===== src/rtl/dram_cmd_scheduler.sv =====
// rtl/dram_cmd_scheduler.sv - open-page DRAM command scheduler for one 8-bank rank
// Request handshake in, PRE/ACT/RD/WR/REF out on registered command pins.
module dram_cmd_scheduler #(
  parameter int T_RCD  = 3,
  parameter int T_RP   = 3,
  parameter int T_RFC  = 16,
  parameter int T_REFI = 1024
) (
  input  logic        sys_clk,
  input  logic        sys_rst_n,
  input  logic        req_valid,
  output logic        req_ready,
  input  logic        req_write,
  input  logic [31:0] req_addr,
  input  logic        refresh_force,
  output logic        chip_select,
  output logic        ras,
  output logic        cas,
  output logic        we,
  output logic [31:0] cmd_addr,
  output logic        resp_valid,
  output logic        refresh_busy
);

  typedef enum logic [3:0] {
    S_IDLE, S_PRE, S_WAIT_RP, S_ACT, S_WAIT_RCD, S_RW,
    S_PRE_ALL, S_WAIT_RP_ALL, S_REF, S_WAIT_RFC
  } state_e;

  localparam int RC_W = $clog2(T_REFI);
  localparam logic [RC_W-1:0] REFI_LOAD = RC_W'(T_REFI - 1);
  // Wait states hold for T_x-1 cycles, so the timer counts T_x-2 down to 0.
  localparam logic [15:0] RCD_LOAD = 16'(T_RCD - 2);
  localparam logic [15:0] RP_LOAD  = 16'(T_RP - 2);
  localparam logic [15:0] RFC_LOAD = 16'(T_RFC - 2);

  state_e            state_q, state_d;
  logic [15:0]       tmr_q, tmr_d;
  logic [15:0]       lrow_q, lrow_d;
  logic [9:0]        lcol_q, lcol_d;
  logic [2:0]        lbank_q, lbank_d;
  logic              lwrite_q, lwrite_d;
  logic [7:0]        open_q, open_d;
  logic [7:0][15:0]  row_q, row_d;
  logic [RC_W-1:0]   refcnt_q, refcnt_d;
  logic              pend_q, pend_d;
  logic              ref_done;

  logic              cs_q, cs_d;
  logic [2:0]        wcr_q, wcr_d;
  logic [31:0]       cmd_addr_q, cmd_addr_d;
  logic              resp_q, resp_d;
  logic              ready_q, ready_d;

  logic [2:0]        req_bank;
  logic              unused_addr_bits;

  assign req_bank         = req_addr[5:3];
  assign unused_addr_bits = ^req_addr[2:0];

  always_comb begin
    state_d  = state_q;
    tmr_d    = tmr_q;
    lrow_d   = lrow_q;
    lcol_d   = lcol_q;
    lbank_d  = lbank_q;
    lwrite_d = lwrite_q;
    open_d   = open_q;
    row_d    = row_q;
    ref_done = 1'b0;
    refcnt_d = (refcnt_q == '0) ? REFI_LOAD : refcnt_q - 1'b1;
    case (state_q)
      S_IDLE: begin
        if (req_valid && ready_q) begin
          lrow_d   = req_addr[31:16];
          lcol_d   = req_addr[15:6];
          lbank_d  = req_bank;
          lwrite_d = req_write;
          if (open_q[req_bank] && row_q[req_bank] == req_addr[31:16]) state_d = S_RW;
          else if (open_q[req_bank])                                  state_d = S_PRE;
          else                                                        state_d = S_ACT;
        end else if (pend_q) begin
          state_d = (|open_q) ? S_PRE_ALL : S_REF;
        end
      end
      S_PRE: begin
        open_d[lbank_q] = 1'b0;
        if (T_RP == 1) state_d = S_ACT;
        else begin state_d = S_WAIT_RP; tmr_d = RP_LOAD; end
      end
      S_WAIT_RP: begin
        if (tmr_q == '0) state_d = S_ACT;
        else tmr_d = tmr_q - 1'b1;
      end
      S_ACT: begin
        open_d[lbank_q] = 1'b1;
        row_d[lbank_q]  = lrow_q;
        if (T_RCD == 1) state_d = S_RW;
        else begin state_d = S_WAIT_RCD; tmr_d = RCD_LOAD; end
      end
      S_WAIT_RCD: begin
        if (tmr_q == '0) state_d = S_RW;
        else tmr_d = tmr_q - 1'b1;
      end
      S_RW: state_d = S_IDLE;
      S_PRE_ALL: begin
        open_d = '0;
        if (T_RP == 1) state_d = S_REF;
        else begin state_d = S_WAIT_RP_ALL; tmr_d = RP_LOAD; end
      end
      S_WAIT_RP_ALL: begin
        if (tmr_q == '0) state_d = S_REF;
        else tmr_d = tmr_q - 1'b1;
      end
      S_REF: begin
        if (T_RFC == 1) begin state_d = S_IDLE; open_d = '0; ref_done = 1'b1; end
        else begin state_d = S_WAIT_RFC; tmr_d = RFC_LOAD; end
      end
      S_WAIT_RFC: begin
        if (tmr_q == '0) begin state_d = S_IDLE; open_d = '0; ref_done = 1'b1; end
        else tmr_d = tmr_q - 1'b1;
      end
      default: state_d = S_IDLE;
    endcase
    // Completion wins over a coincident expiry/force: refreshes never queue.
    pend_d = ref_done ? 1'b0 : (pend_q | (refcnt_q == '0) | refresh_force);
  end

  // Pins are decoded from the next state so every output leaves a flop.
  always_comb begin
    cs_d       = 1'b0;
    wcr_d      = 3'b111;
    cmd_addr_d = '0;
    resp_d     = 1'b0;
    case (state_d)
      S_PRE:     begin cs_d = 1'b1; wcr_d = 3'b000; cmd_addr_d = {26'b0, lbank_d, 3'b0}; end
      S_ACT:     begin cs_d = 1'b1; wcr_d = 3'b001; cmd_addr_d = {lrow_d, 10'b0, lbank_d, 3'b0}; end
      S_RW: begin
        cs_d       = 1'b1;
        wcr_d      = lwrite_d ? 3'b011 : 3'b010;
        cmd_addr_d = {16'b0, lcol_d, lbank_d, 3'b0};
        resp_d     = 1'b1;
      end
      S_PRE_ALL: begin cs_d = 1'b1; wcr_d = 3'b000; cmd_addr_d = 32'h0000_0001; end
      S_REF:     begin cs_d = 1'b1; wcr_d = 3'b100; end
      default:   ;
    endcase
    ready_d = (state_d == S_IDLE) && !pend_d;
  end

  always_ff @(posedge sys_clk) begin
    if (!sys_rst_n) begin
      state_q    <= S_IDLE;
      tmr_q      <= '0;
      lrow_q     <= '0;
      lcol_q     <= '0;
      lbank_q    <= '0;
      lwrite_q   <= 1'b0;
      open_q     <= '0;
      row_q      <= '0;
      refcnt_q   <= REFI_LOAD;
      pend_q     <= 1'b0;
      cs_q       <= 1'b0;
      wcr_q      <= 3'b111;
      cmd_addr_q <= '0;
      resp_q     <= 1'b0;
      ready_q    <= 1'b0;
    end else begin
      state_q    <= state_d;
      tmr_q      <= tmr_d;
      lrow_q     <= lrow_d;
      lcol_q     <= lcol_d;
      lbank_q    <= lbank_d;
      lwrite_q   <= lwrite_d;
      open_q     <= open_d;
      row_q      <= row_d;
      refcnt_q   <= refcnt_d;
      pend_q     <= pend_d;
      cs_q       <= cs_d;
      wcr_q      <= wcr_d;
      cmd_addr_q <= cmd_addr_d;
      resp_q     <= resp_d;
      ready_q    <= ready_d;
    end
  end

  assign req_ready    = ready_q;
  assign chip_select  = cs_q;
  assign we           = wcr_q[2];
  assign cas          = wcr_q[1];
  assign ras          = wcr_q[0];
  assign cmd_addr     = cmd_addr_q;
  assign resp_valid   = resp_q;
  assign refresh_busy = pend_q;

endmodule

===== config.mk =====
export PLATFORM = sky130hd
export DESIGN_NAME = dram_cmd_scheduler
export DESIGN_NICKNAME = d
export VERILOG_FILES = /design/src/rtl/dram_cmd_scheduler.sv
export SDC_FILE = /design/constraint.sdc
export NUM_CORES = 1
export LEC_CHECK = 0
export CORE_AREA = 2 2 136 138
export CTS_CLUSTER_SIZE = 30
export DETAILED_ROUTE_END_ITERATION = 10
export DIE_AREA = 0 0 138 140
export DONT_BUFFER_PORTS = 1
export GPL_ROUTABILITY_DRIVEN = 0
export GPL_TIMING_DRIVEN = 0
export HOLD_SLACK_MARGIN = 0.05
export PLACE_DENSITY = 0.74
export RECOVER_POWER = 100
export SYNTH_ARGS = -nofsm -noshare
export SYNTH_HDL_FRONTEND = slang
export SYNTH_SLANG_ARGS = --single-unit

===== constraint.sdc =====
create_clock -name sys_clk -period 3.5 [get_ports sys_clk]
set_input_delay 0.875 -clock sys_clk [delete_from_list [all_inputs] [get_ports sys_clk]]
set_output_delay 0.875 -clock sys_clk [all_outputs]
set_load 0.02 [all_outputs]

# Yosys cells after proc, flatten, opt, wreduce, memory -nomap -nowiden
# Cells that the tools add are included.
# Widths: inputs -> output; s select.
[word_totals] input_bits=37 register_bits=235 elab_cells=107 output_inout_bits=39
[classes] n_lt_le_gt_ge=3 bitwise_logic=6 n_eq_ne=16 reduce_logical=19 add_sub_neg=2 muxes=39
[op_table] operator="$bwmux 128" count=1
[op_table] operator="$pmux 32 s4" count=1
[op_table] operator="$mux 16" count=5
[op_table] operator="$bmux 16 s3" count=1
[op_table] operator="$demux 16 s3" count=1
[op_table] operator="$pmux 16 s3" count=1
[op_table] operator="$pmux 4 s9" count=1
[op_table] operator="$pmux 8 s4" count=1
[op_table] operator="$mux 4" count=7
[op_table] operator="$eq 4x3->1 const B" count=5
[op_table] operator="$mux 10" count=2
[op_table] operator="$eq 16x16->1" count=1
[op_table] operator="$logic_not 16->1" count=1
[op_table] operator="$sub 16x1->16 const B" count=1
[op_table] operator="$eq 4x2->1 const B" count=3
[op_table] operator="$eq 4x4->1 const B" count=3
[op_table] operator="$pmux 3 s4" count=1
[op_table] operator="$logic_not 10->1" count=1
[op_table] operator="$mux 1" count=10
[op_table] operator="$sub 10x1->10 const B" count=1
[op_table] operator="$mux 3" count=3
[op_table] operator="$and 8x8->8" count=1
[op_table] operator="$eq 4x1->1 const B" count=2
[op_table] operator="$logic_not 4->1" count=2
[op_table] operator="other kinds (21)" count=29

# Depth between registers and ports, before layout
# Gate-level depths: netlist of the first run.
[depth] word_depth=10 ltp_mapped=13 ltp_nobuf=9

# Worst setup path before layout of the first run
# No wires, ideal clock.
[synth_timing] kind="input port to flip-flop" from="input req_addr[3]" to="register cs_q (netlist: chip_select)" path_slack_ns=0.110 setup_time_ns=0.115 arrival_ns=3.275 n_path_buf=3 t_required_ns=3.385 path_stages=11 path_cell_list="buf_2 -> buf_4 -> buf_4 -> mux2i_1 -> a22oi_1 -> a21o_1 -> a221oi_1 -> nand3_1 -> or4_1 -> a311o_1 -> and2_1"
[synth_via] elab_chain_cells=10 elab_cells_between_ends=17 classes_between="eq/ne: 6; mux: 9; reduce/logical: 2"
[synth_rtl] item="start, declared" line_no="14" source="input logic [31:0] req_addr,"
[synth_rtl] item="$bmux 16 s3" line_no="79" source="if (open_q[req_bank] && row_q[req_bank] == req_addr[31:16]) state_d = S_RW;"
[synth_rtl] item="$mux 16 (not written as such)" line_no="79"
[synth_rtl] item="$eq 16x16->1" line_no="79"
[synth_rtl] item="$logic_and 1x1->1" line_no="79"
[synth_rtl] item="$mux 3 (*)" line_no="79"
[synth_rtl] item="$mux 4 (*)" line_no="74" source="if (req_valid && ready_q) begin"
[synth_rtl] item="$pmux 4 s9 (*)" line_no="72" source="case (state_q)"
[synth_rtl] item="$eq 4x3->1 (tied with other cells)" line_no="135" source="case (state_d)"
[synth_rtl] item="$reduce_or 5->1 (no line) (*)"
[synth_rtl] item="$mux 1 (*)" line_no="135"
[synth_rtl] item="end signal, assigned" line_no="179" source="cs_q <= cs_d;"
[synth_rtl] item="end, declared" line_no="49" source="logic cs_q, cs_d;"
# Mark *: on every way between the ends. The rest lies on a longest branch, timed or not. The select of a mux whose other input is x is not followed.
# A chain may end at the register's enable or synchronous reset.

# Worst setup path after layout of the first run
[layout_timing] from="input req_addr[5]" to="register cs_q (netlist: chip_select)"
# Same word-level chain as after synthesis.

==> run_results.csv, run 1 <==
group,metric,value,unit
detailed_routing,vias,8379,
final_layout,synthToLayoutAreaGrowth,11.75,%
floorplan,coreArea,0.01778,mm^2
grt,grt_pass1_vias,7922,
detailed_routing,first_iter_violations,456,
power_and_ir_drop,p_leak,0.003837,uW
hold_path,min_from,"refcnt_q[0]",
critical_path,crit_type,"primary input to flip-flop",
critical_path,cp_max_fo,10,
detailed_routing,drcViolationCount,0,
detailed_routing,via_per_inst,5.759,
floorplan,fp.dieW,138,um
power_and_ir_drop,p_int,5048,uW
timing,tightest_slew,0.8382,ns
place,io_buffers,0,
power_and_ir_drop,seq_power_share,39.9,%
detailed_routing,wirelength,26650,um
floorplan,die_h,140,um
timing,finalCriticalPeriod,3.429,ns
clocking,hold_buffers,0,
synthesis,ys_ff_latch,233,
grt,antenna_found_initial,0,
synthesis,synth_xor_area_share,2.982,%
clocking,clk_latency,0.52,ns
critical_path,endpoint_kind,"flip-flop",
grt,grt_usage,26.88,%
detailed_routing,ant_nets,0,
grt,grt_pass1_wl,42140,um
floorplan,ios,76,
synthesis,syn_area_per_cell,8.454,um^2
synthesis,synth_top_family_by_area,"simple AND/OR/NAND/NOR gates",
synthesis,synth_area_leaders,"dfxtp_1 (47%), nand2_1 (12%), mux2i_1 (8.3%)",
critical_path,r2r_start,"tmr_q[5]",
synthesis,synth_area,0.009985,mm^2
synthesis,ys_types,57,
power_and_ir_drop,clock_power_share,38.3,%
detailed_routing,post_drt_wl_per_cell,18.32,um
detailed_routing,dr.pass1.iters,5,
synthesis,synth_warnings,0,
hold_path,hold-path-cell-count,1,
timing,setup_viol,0,
power_and_ir_drop,p_sw_share,30.06,%
timing,slew_headroom,43.69,%
synthesis,async_reset_ff_share,0,%
timing,fmax,291.6,MHz
floorplan,die_area,0.01932,mm^2
power_and_ir_drop,peakVddDrop,0.6170,mV
critical_path,reg2reg_to,"cmd_addr[28]",
final_layout,post-route-util,62.76,%
clocking,clk_root_buffer_cell,"clkbuf_16",
grt,grt_max_degree,16,
clocking,cts.sinks,233,
floorplan,start_util,56.16,%
outcome,run_status,"finished, final reports clean",
timing,drv_slew,0,
timing,hold_viol,0,
hold_path,hold-path-endpoint,"refcnt_q[0]",
timing,period_share,97.98,%
power_and_ir_drop,p_comb_share,21.8,%
grt,grt.overflow.total,0,
clocking,clk_pin_slew,0.06,ns
clocking,tritoncts,"yes",
critical_path,cp-start-kind,"primary input",
clocking,numCtsBuffers,24,
synthesis,yosys_most_used_dff,"dfxtp_1",
timing,grt_setup_unrepaired,"no",
final_layout,nets,1248,
synthesis,muxShareOfSynthArea,10.58,%
synthesis,synth_adder_area_share,0.3759,%
synthesis,synth_top_area_share,46.72,%
synthesis,synthCells,1181,
critical_path,cp.required,3.92,ns
clocking,cts_buffer_depth,3,
synthesis,yosysSeqAreaShare,46.72,%
critical_path,reg2regPathDepth,10,
power_and_ir_drop,power_density,646.9,mW/mm^2
critical_path,r2r_slack,0.17,ns
place,dp.cells,1411,
critical_path,worstPathArrival,3.85,ns
synthesis,yosys.area.top_type,"dfxtp_1",
floorplan,fp-row-count,49,
flow_run,drv_cap,0,
place,post_dp_cell_area,0.01027,mm^2
clocking,cts-htree-levels,1,
final_layout,final_cells,1455,
place,hpwl,18970,um
hold_path,hp-class,"flip-flop to flip-flop",
final_layout,layout-drive-gt1-share,6.933,%
synthesis,yosys.area_share.simple,21.25,%
final_layout,n_antenna_cell,0,
power_and_ir_drop,switchingPower,2170,uW
final_layout,design_area,0.01116,mm^2
synthesis,synth_compound_area_share,13.46,%
timing,skew,0.01450,ns
synthesis,synth_edf_count,0,
-- what timing repair did --
item	4_1_cts	5_1_grt
setup buffers	0	0
resized for setup	6	6
setup endpoints to repair	25	24
-- cell type report --
type                       count  area, um^2
sequential                   233        4664
clock buffer                  30       684.4
inverter                       8       30.03
fill                        1518        6621
buffer                        97       441.7
multi-input combinational    844        4861
tap                          229       286.5
clock inverter                14       190.2
-- worst max-delay path: stages --
cell	delay (ns)
buf_4	0.19
nor2b_1	0.26
clkbuf_2	0.33
a22oi_1	0.18
a21o_1	0.21
a221oi_1	0.35
nand3_1	0.20
or4_1	0.67
a311o_1	0.41
and2_1	0.17
-- power groups by stage --
stage	Combinational, uW	Clock [uW]	Sequential, uW
2_1_floorplan	1260	0	2910
3_3_place_gp	1550	0	2930
3_5_place_dp	1580	0	2930
4_1_cts	1590	2790	2880
5_1_grt	1760	2900	2880
6_report	1580	2770	2880
-- per-layer routing --
layer / vias up / part of all wire (%) / track usage, %
li1: 4054 / - / -
met1: 3983 / 41 / 34.48
met2: 277 / 49 / 46.30
met3: 65 / 6.2 / 4.068
met4: 0 / 3.5 / 9.667
met5: - / 0 / 0
-- flip-flops by register name, indices dropped and copies added (netlist names), 3 cells and up --
register,flops
tmr_q,16
row_q,128
lcol_q,10
open_q,8
lrow_q,16
wcr_q,3
lbank_q,3
refcnt_q,10
cmd_addr,30
state_q,4
-- how the worst max path moves through the flow --
| stage | start | to | slack (ns) | cells after the start |
|---|---|---|---|---|
| after floorplan | req_addr[3] | chip_select | 0.11 | 11 |
| after global placement | req_addr[5] | cmd_addr[8] | -0.71 | 11 |
| after detailed placement | req_addr[3] | cmd_addr[13] | -0.76 | 12 |
| after CTS | req_addr[3] | chip_select | 0.005 | 11 |
| after global routing | req_addr[3] | chip_select | 0.004 | 11 |
| final | req_addr[5] | chip_select | 0.07 | 10 |
-- synth_stat cells, drive strengths merged, types with 2 or more instances --
cell type	instances
nor2b	5
nor3	37
a211oi	4
o21a	4
a21boi	4
nor2	70
a22oi	6
and3	4
nand2	307
a22o	9
ha	3
inv	7
nand4b	2
nor4	7
a31oi	2
o2bb2ai	2
xor2	14
a21oi	149
nand2b	5
dfxtp	233
or4	7
xnor2	20
a31o	2
nor3b	5
o2111ai	2
o21ai	19
nand3	9
mux4	10
o21bai	2
nand3b	2
and2	12
and2b	3
and3b	2
nand4	4
a221oi	10
a21o	9
clkbuf	79
mux2i	83
buf	18
-- layout by cell type, fill, tap and decap left out, types with 5 or more instances in the layout --
cell        instances
or4_1               6
a22oi_1             6
o21ai_0            17
mux4_2             10
xnor2_1            20
a21oi_1           149
nor3b_1             5
clkbuf_1           80
nor4_1              5
clkinvlp_4          5
buf_4               7
dfxtp_1           233
a21o_1              9
nand3_1             9
inv_1               7
nand2b_1            5
a221oi_1           10
nand2_1           307
a22o_1              9
xor2_1             14
nor3_2              6
and2_1              8
nor2_1             70
buf_6               5
mux2i_1            83
nor2b_1             5
clkbuf_16          25
nor3_1             30
-- per-stage QoR --
| step | power, uW | worst slack [ns] | hold slack [ns] | TNS, ns |
|---|---|---|---|---|
| 2_1_floorplan | 4174 | 0.1103 | 0.3711 | 0 |
| 3_3_place_gp | 4485 | -0.7081 | 0.3851 | -19.27 |
| 3_5_place_dp | 4510 | -0.7578 | 0.3885 | -20.45 |
| 4_1_cts | 7262 | 0.005439 | 0.4027 | 0 |
| 5_1_grt | 7545 | 0.003530 | 0.4272 | 0 |
| 6_report | 7218 | 0.07086 | 0.3962 | 0 |
-- cells by family (layout without fill, tap and decap cells) --
group,count (synthesis),in the layout
AOI/OAI and AO/OA,230,230
buffers and inverters,105,149
other,1,2
xor gates and xnor gates,34,34
and+or+nand+nor,482,482
DFF,233,233
adders and majority gates,3,3
muxes,93,93
No activity file was read; power rests on OpenSTA's default activity.
==> run 2, diff against run 1 <==
--- a/config.mk
+++ b/config.mk
@@ -5,15 +5,15 @@
 export SDC_FILE = /design/constraint.sdc
 export NUM_CORES = 1
 export LEC_CHECK = 0
-export CORE_AREA = 2 2 136 138
+export CORE_AREA = 2 2 138 140
+export CTS_BUF_LIST = sky130_fd_sc_hd__clkbuf_8
 export CTS_CLUSTER_SIZE = 30
 export DETAILED_ROUTE_END_ITERATION = 10
-export DIE_AREA = 0 0 138 140
-export DONT_BUFFER_PORTS = 1
+export DIE_AREA = 0 0 140 142
 export GPL_ROUTABILITY_DRIVEN = 0
 export GPL_TIMING_DRIVEN = 0
 export HOLD_SLACK_MARGIN = 0.05
-export PLACE_DENSITY = 0.74
+export PLACE_DENSITY = 0.78
 export RECOVER_POWER = 100
 export SYNTH_ARGS = -nofsm -noshare
 export SYNTH_HDL_FRONTEND = slang
==> run 2 against run 1 <==
The run now ends with DRC left. Global-route usage down 0.19 points. Via count up 4.4%. Worst setup slack worse by 0.019 ns. Combinational power up 9%. Sequential cell count unchanged. Maximum frequency down 0.55%. Core utilization up 0.83 points. Clock power down 19%. First-iteration DRC count up 34%. Critical path type unchanged.
==> run_results.csv, run 2 (same netlist as run 1, synthesis figures left out) <==
group,metric,value,unit
outcome,run_status,"finished, violations left",
outcome,violations,"DRC",
floorplan,coreArea,0.01846,mm^2
floorplan,start_util,54.10,%
critical_path,worstPathArrival,3.86,ns
critical_path,crit_type,"primary input to flip-flop",
detailed_routing,via_per_inst,5.649,
power_and_ir_drop,clock_power_share,32.9,%
grt,grt_pass1_vias,8381,
detailed_routing,first_iter_violations,610,
detailed_routing,ant_nets,0,
final_layout,synthToLayoutAreaGrowth,17.53,%
detailed_routing,post_drt_wl_per_cell,17.28,um
clocking,hold_buffers,0,
timing,hold_ws,0.3977,ns
floorplan,ios,76,
timing,tightest_slew,0.9353,ns
critical_path,endpoint_kind,"flip-flop",
final_layout,mostFrequentLayoutCells,"nand2_1 (307), dfxtp_1 (233), a21oi_1 (149)",
power_and_ir_drop,switchingPower,2160,uW
timing,fmax,290.0,MHz
critical_path,crit_path_start,"req_addr[4]",
detailed_routing,vias,8745,
clocking,post-cts-setup-buffers,0,
power_and_ir_drop,peakVddDrop,0.5034,mV
critical_path,cp.required,3.92,ns
clocking,tritoncts,"yes",
critical_path,path_cells,"dlygate4sd2_1 > buf_6 > mux4_2 > mux2i_1 > xor2_1 > nand4_1 > or4_4 > a311o_1 > and2_1",
power_and_ir_drop,p_leak,0.004237,uW
clocking,clk_pin_slew,0.06,ns
final_layout,layout_commonest_cell,"nand2_1",
final_layout,n_antenna_cell,0,
clocking,clk_root_buffer_cell,"clkbuf_8",
power_and_ir_drop,seq_power_share,41.7,%
timing,final.setup.tns,0,ns
floorplan,die_h,142,um
clocking,cts_buffer_depth,3,
timing,period_share,98.52,%
critical_path,cp-endpoint,"chip_select",
final_layout,largest_register_ff_count,128,
floorplan,fp-row-count,50,
critical_path,reg2regPathDepth,10,
timing,setup_viol,0,
timing,finalCriticalPeriod,3.448,ns
place,hpwl,19230,um
final_layout,num-fill-cells,1536,
clocking,cts-htree-levels,2,
clocking,numCtsBuffers,39,
detailed_routing,drcViolationCount,4,
power_and_ir_drop,p_comb_share,25.4,%
timing,slew_headroom,37.65,%
critical_path,crit_path_max_incr_delay,0.63,ns
final_layout,regMostFlops,"row_q",
flow_run,drv_cap,0,
critical_path,cp-start-kind,"primary input",
timing,hold_viol,0,
final_layout,nets,1331,
critical_path,r2r_slack,0.11,ns
power_and_ir_drop,p_int,4645,uW
critical_path,reg2reg_to,"cmd_addr[25]",
detailed_routing,dr.pass1.iters,10,
detailed_routing,wirelength,26760,um
grt,antenna_found_initial,0,
place,io_buffers,68,
grt,grt_usage,26.69,%
floorplan,die_area,0.01988,mm^2
power_and_ir_drop,power_density,579.9,mW/mm^2
clocking,cts.sinks,233,
final_layout,layout-drive-gt1-share,7.458,%
timing,skew,0.02280,ns
critical_path,cpMaxStageDelayCell,"or4_4",
clocking,clk_latency,0.54,ns
grt,grt_max_degree,11,
critical_path,cp_max_fo,10,
critical_path,r2r_start,"tmr_q[5]",
floorplan,fp.dieW,140,um
power_and_ir_drop,power,6805,uW
timing,drv_slew,0,
grt,grt_pass1_wl,42420,um
grt,grt.overflow.total,0,
hold_path,hp-class,"flip-flop to flip-flop",
timing,grt_setup_unrepaired,"yes",
power_and_ir_drop,p_sw_share,31.74,%
run 2: per-stage QoR:
step | cell area (um^2) | worst slack (ns) | util (%) | std cells
3_5_place_dp | 10960 | -1.519 | 59.40 | 1484
4_1_cts | 11730 | 0.01017 | 63.57 | 1548
3_3_place_gp | 10960 | -1.416 | 59.40 | 1484
5_1_grt | 11740 | -0.02093 | 63.59 | 1548
2_1_floorplan | 9988 | 0.1103 | - | 1182
6_report | 11740 | 0.05188 | 63.59 | 1548
run 2: layout make-up:
cell class | instances | area [um^2] | area share (%)
multi-input cells | 844 | 4903 | 41.78
repair buffers | 68 | 679.4 | 5.790
inverters | 8 | 30.03 | 0.2559
well taps | 234 | 292.8 | 2.495
plain buffers | 97 | 450.4 | 3.838
clock inverters | 17 | 67.56 | 0.5758
flip-flops and latches | 233 | 4664 | 39.75
clock buffers | 47 | 646.9 | 5.512
run 2: power groups by stage:
stage               sequential [uW]  combinational [uW]  clock (uW)
global placement               2890                1680           0
floorplan                      2910                1260           0
CTS                            2840                1740        2270
global route                   2850                1900        2380
detailed placement             2890                1710           0
finish                         2840                1730        2240
run 2: routing by layer:
metal	part of all wire [%]	vias to the layer above	wire length, um	track usage [%]
li1	-	4217	-	-
met1	40	4089	10820	33.72
met2	49	357	13020	45.66
met3	7.3	82	1952	4.206
met4	3.6	0	966	11.48
met5	0	-	0	0
run 2: critical path, delay by kind of cell:
family,cells,cell delay (ns)
simple gates,3,0.99
mux,2,0.74
buf+inv,2,0.66
compound gates,1,0.38
xor+xnor,1,0.22
run 2: worst min-delay path by stage:
stage / startpoint / end / slack [ns] / cells past startpoint
floorplan: refcnt_q[0] / refcnt_q[0] / 0.37 / 1
global placement: refcnt_q[0] / refcnt_q[0] / 0.38 / 1
detailed placement: refcnt_q[0] / refcnt_q[0] / 0.39 / 1
CTS: refcnt_q[0] / refcnt_q[0] / 0.40 / 1
global route: refcnt_q[0] / refcnt_q[0] / 0.42 / 1
finish: refcnt_q[0] / refcnt_q[0] / 0.40 / 1
run 2: what timing repair did:
| item | in CTS | in global routing |
|---|---|---|
| pin swaps | 0 | 1 |
| setup endpoints to repair | 36 | 14 |
| gates resized for setup | 19 | 4 |
==> run 3, diff against run 2 <==
--- a/config.mk
+++ b/config.mk
@@ -5,15 +5,14 @@
 export SDC_FILE = /design/constraint.sdc
 export NUM_CORES = 1
 export LEC_CHECK = 0
-export CORE_AREA = 2 2 138 140
+export CORE_AREA = 2 2 166 168
 export CTS_BUF_LIST = sky130_fd_sc_hd__clkbuf_8
 export CTS_CLUSTER_SIZE = 30
 export DETAILED_ROUTE_END_ITERATION = 10
-export DIE_AREA = 0 0 140 142
+export DIE_AREA = 0 0 168 170
 export GPL_ROUTABILITY_DRIVEN = 0
 export GPL_TIMING_DRIVEN = 0
 export HOLD_SLACK_MARGIN = 0.05
-export PLACE_DENSITY = 0.78
 export RECOVER_POWER = 100
 export SYNTH_ARGS = -nofsm -noshare
 export SYNTH_HDL_FRONTEND = slang
==> run 3 against run 2 <==
The flow now finishes without violations. Hold slack lost 0.0024 ns. Clock power up 16%. Register-to-register slack gained 0.14 ns. Core utilization decreased by 19 points. Cell count up 7.4%. Sequential power about the same. Final area increased by 2.2%. Combinational power barely moved. Largest cell class unchanged.
==> run_results.csv, run 3 (same netlist as run 1, synthesis figures left out) <==
group,metric,value,unit
critical_path,cp_max_fo,10,
power_and_ir_drop,switchingPower,2220,uW
clocking,clk_latency,0.54,ns
power_and_ir_drop,seq_power_share,39.6,%
clocking,numCtsBuffers,40,
grt,met1_usage,25.10,%
floorplan,die_h,170,um
detailed_routing,ant_nets,0,
place,io_buffers,68,
grt,grt_pass1_vias,8001,
power_and_ir_drop,p_leak,0.004316,uW
clocking,cts-htree-levels,2,
grt,grt_usage,19.33,%
timing,slew_headroom,46.68,%
grt,grt_pass1_wl,43810,um
floorplan,fp.dieW,168,um
grt,met3_usage,2.977,%
final_layout,multi_input_area,0.004881,mm^2
floorplan,coreArea,0.02665,mm^2
grt,grt.overflow.total,0,
timing,drv_slew,0,
power_and_ir_drop,peakVddDrop,0.5712,mV
final_layout,nets,1332,
grt,antenna_found_initial,0,
floorplan,start_util,37.46,%
detailed_routing,wirelength,27990,um
clocking,clk_pin_slew,0.06,ns
final_layout,largest_register_ff_count,128,
place,hpwl,20260,um
floorplan,die_area,0.02856,mm^2
critical_path,crit_top_cell,"buf_6",
final_layout,regMostFlops,"row_q",
outcome,run_status,"finished, final reports clean",
final_layout,synthToLayoutAreaGrowth,20.09,%
place,dp.cells,1591,
clocking,tritoncts,"yes",
critical_path,cpMaxStageDelayCell,"or4_4",
final_layout,mostFrequentLayoutCells,"nand2_1 (307), dfxtp_1 (233), a21oi_1 (149)",
timing,tightest_slew,0.7950,ns
grt,use_met2,33.29,%
timing,hold_viol,0,
final_layout,post-route-util,44.99,%
final_layout,layout-drive-gt1-share,7.570,%
final_layout,num-fill-cells,2646,
detailed_routing,dr.pass1.iters,5,
hold_path,hp-class,"flip-flop to flip-flop",
critical_path,endpoint_kind,"flip-flop",
timing,skew,0.02823,ns
final_layout,layout_commonest_cell,"nand2_1",
critical_path,crit_path_max_incr_delay,0.61,ns
detailed_routing,post_drt_wl_per_cell,16.84,um
floorplan,ios,76,
timing,period_share,96.10,%
critical_path,crit_path_start,"req_addr[3]",
clocking,clk_root_buffer_cell,"clkbuf_8",
critical_path,crit_buf_inv,3,
clocking,cts.sinks,233,
clocking,hold_buffers,0,
timing,finalCriticalPeriod,3.364,ns
timing,grt_setup_unrepaired,"no",
final_layout,seq_area,0.004664,mm^2
power_and_ir_drop,clock_power_share,36.2,%
critical_path,cp.required,3.92,ns
critical_path,worstPathArrival,3.78,ns
grt,top_usage_layer,"met2",
floorplan,fp-row-count,60,
power_and_ir_drop,p_int,4955,uW
detailed_routing,first_iter_violations,562,
power_and_ir_drop,p_sw_share,30.94,%
critical_path,path_cells,"buf_2 > buf_6 > buf_6 > mux2i_1 > a22oi_1 > a21o_1 > a221oi_1 > nand3_2 > or4_4 > a311o_1 > and2_1",
hold_path,min_from,"refcnt_q[0]",
detailed_routing,vias,8490,
detailed_routing,via_per_inst,5.108,
critical_path,cp-start-kind,"primary input",
grt,grt_max_degree,11,
detailed_routing,drcViolationCount,0,
final_layout,n_antenna_cell,0,
power_and_ir_drop,p_comb_share,24.3,%
final_layout,final_cells,1662,
flow_run,drv_cap,0,
timing,setup_viol,0,
timing,fmax,297.3,MHz
critical_path,crit_type,"primary input to flip-flop",
clocking,cts_buffer_depth,3,
critical_path,crit_family,"compound AO/OA/AOI/OAI gates",
critical_path,r2r_start,"tmr_q[5]",
power_and_ir_drop,power_density,598.4,mW/mm^2
run 3: cell types whose count changed in the layout (fill, tap and decap cells not counted), moves of 2 or more:
cell       before  now
nor3_1         28   36
nor3_2          8    0
bufinv_16       0    3
buf_6           4    6
and2_0          4    0
buf_4           8    6
and2_1          8   12
clkbuf_8       47   50
run 3: final timing paths:
check | slack [ns] | depth (start not counted) | endpoint
hold / removal | 0.40 | 1 | refcnt_q[0]
setup reg to reg | 0.25 | 10 | cmd_addr[26]
setup / recovery | 0.14 | 11 | chip_select
hold reg to reg | 0.40 | 1 | refcnt_q[0]
run 3: per-layer routing:
layer / part of all wire, % / wire, um
met1: 46 / 12810
met2: 48 / 13380
met5: 0 / 0
met3: 4.3 / 1213
met4: 2.1 / 580
run 3: cell type report:
cell class                      count  area share [%]
Multi-Input combinational cell    844           40.71
Sequential cell                   233           38.90
Clock buffer                       50           5.739
Timing Repair Buffer               68           5.635
Buffer                             97           3.840
Tap cell                          341           3.558
Clock inverter                     21           1.367
Inverter                            8          0.2504
run 3: power groups by stage:
stage,Sequential (uW),Clock [uW],Combinational [uW]
after floorplan,2910,0,1260
after global placement,2890,0,1720
after detailed placement,2900,0,1730
after CTS,2840,2660,1750
after global routing,2850,2790,1910
final,2840,2590,1740
run 3: what timing repair did:
| item | CTS | global route |
|---|---|---|
| setup endpoints to repair | 36 | 24 |
| pin swaps | 0 | 0 |
| endpoints found under the hold margin | 0 | 0 |
| gates resized for setup | 22 | 8 |
| buffers inserted | 0 | 0 |
run 3: stage by stage:
step / TNS, ns / hold slack [ns] / instance area, um^2 / power [uW] / setup slack, ns
final: 0 / 0.3953 / 11990 / 7175 / 0.1365
after global routing: 0 / 0.4263 / 11990 / 7552 / 0.02709
after CTS: 0 / 0.4042 / 12010 / 7247 / 0.007072
after detailed placement: -52.13 / 0.3908 / 11100 / 4627 / -1.633
after global placement: -53.21 / 0.3827 / 11100 / 4613 / -1.663
after floorplan: 0 / 0.3711 / 9988 / 4174 / 0.1103
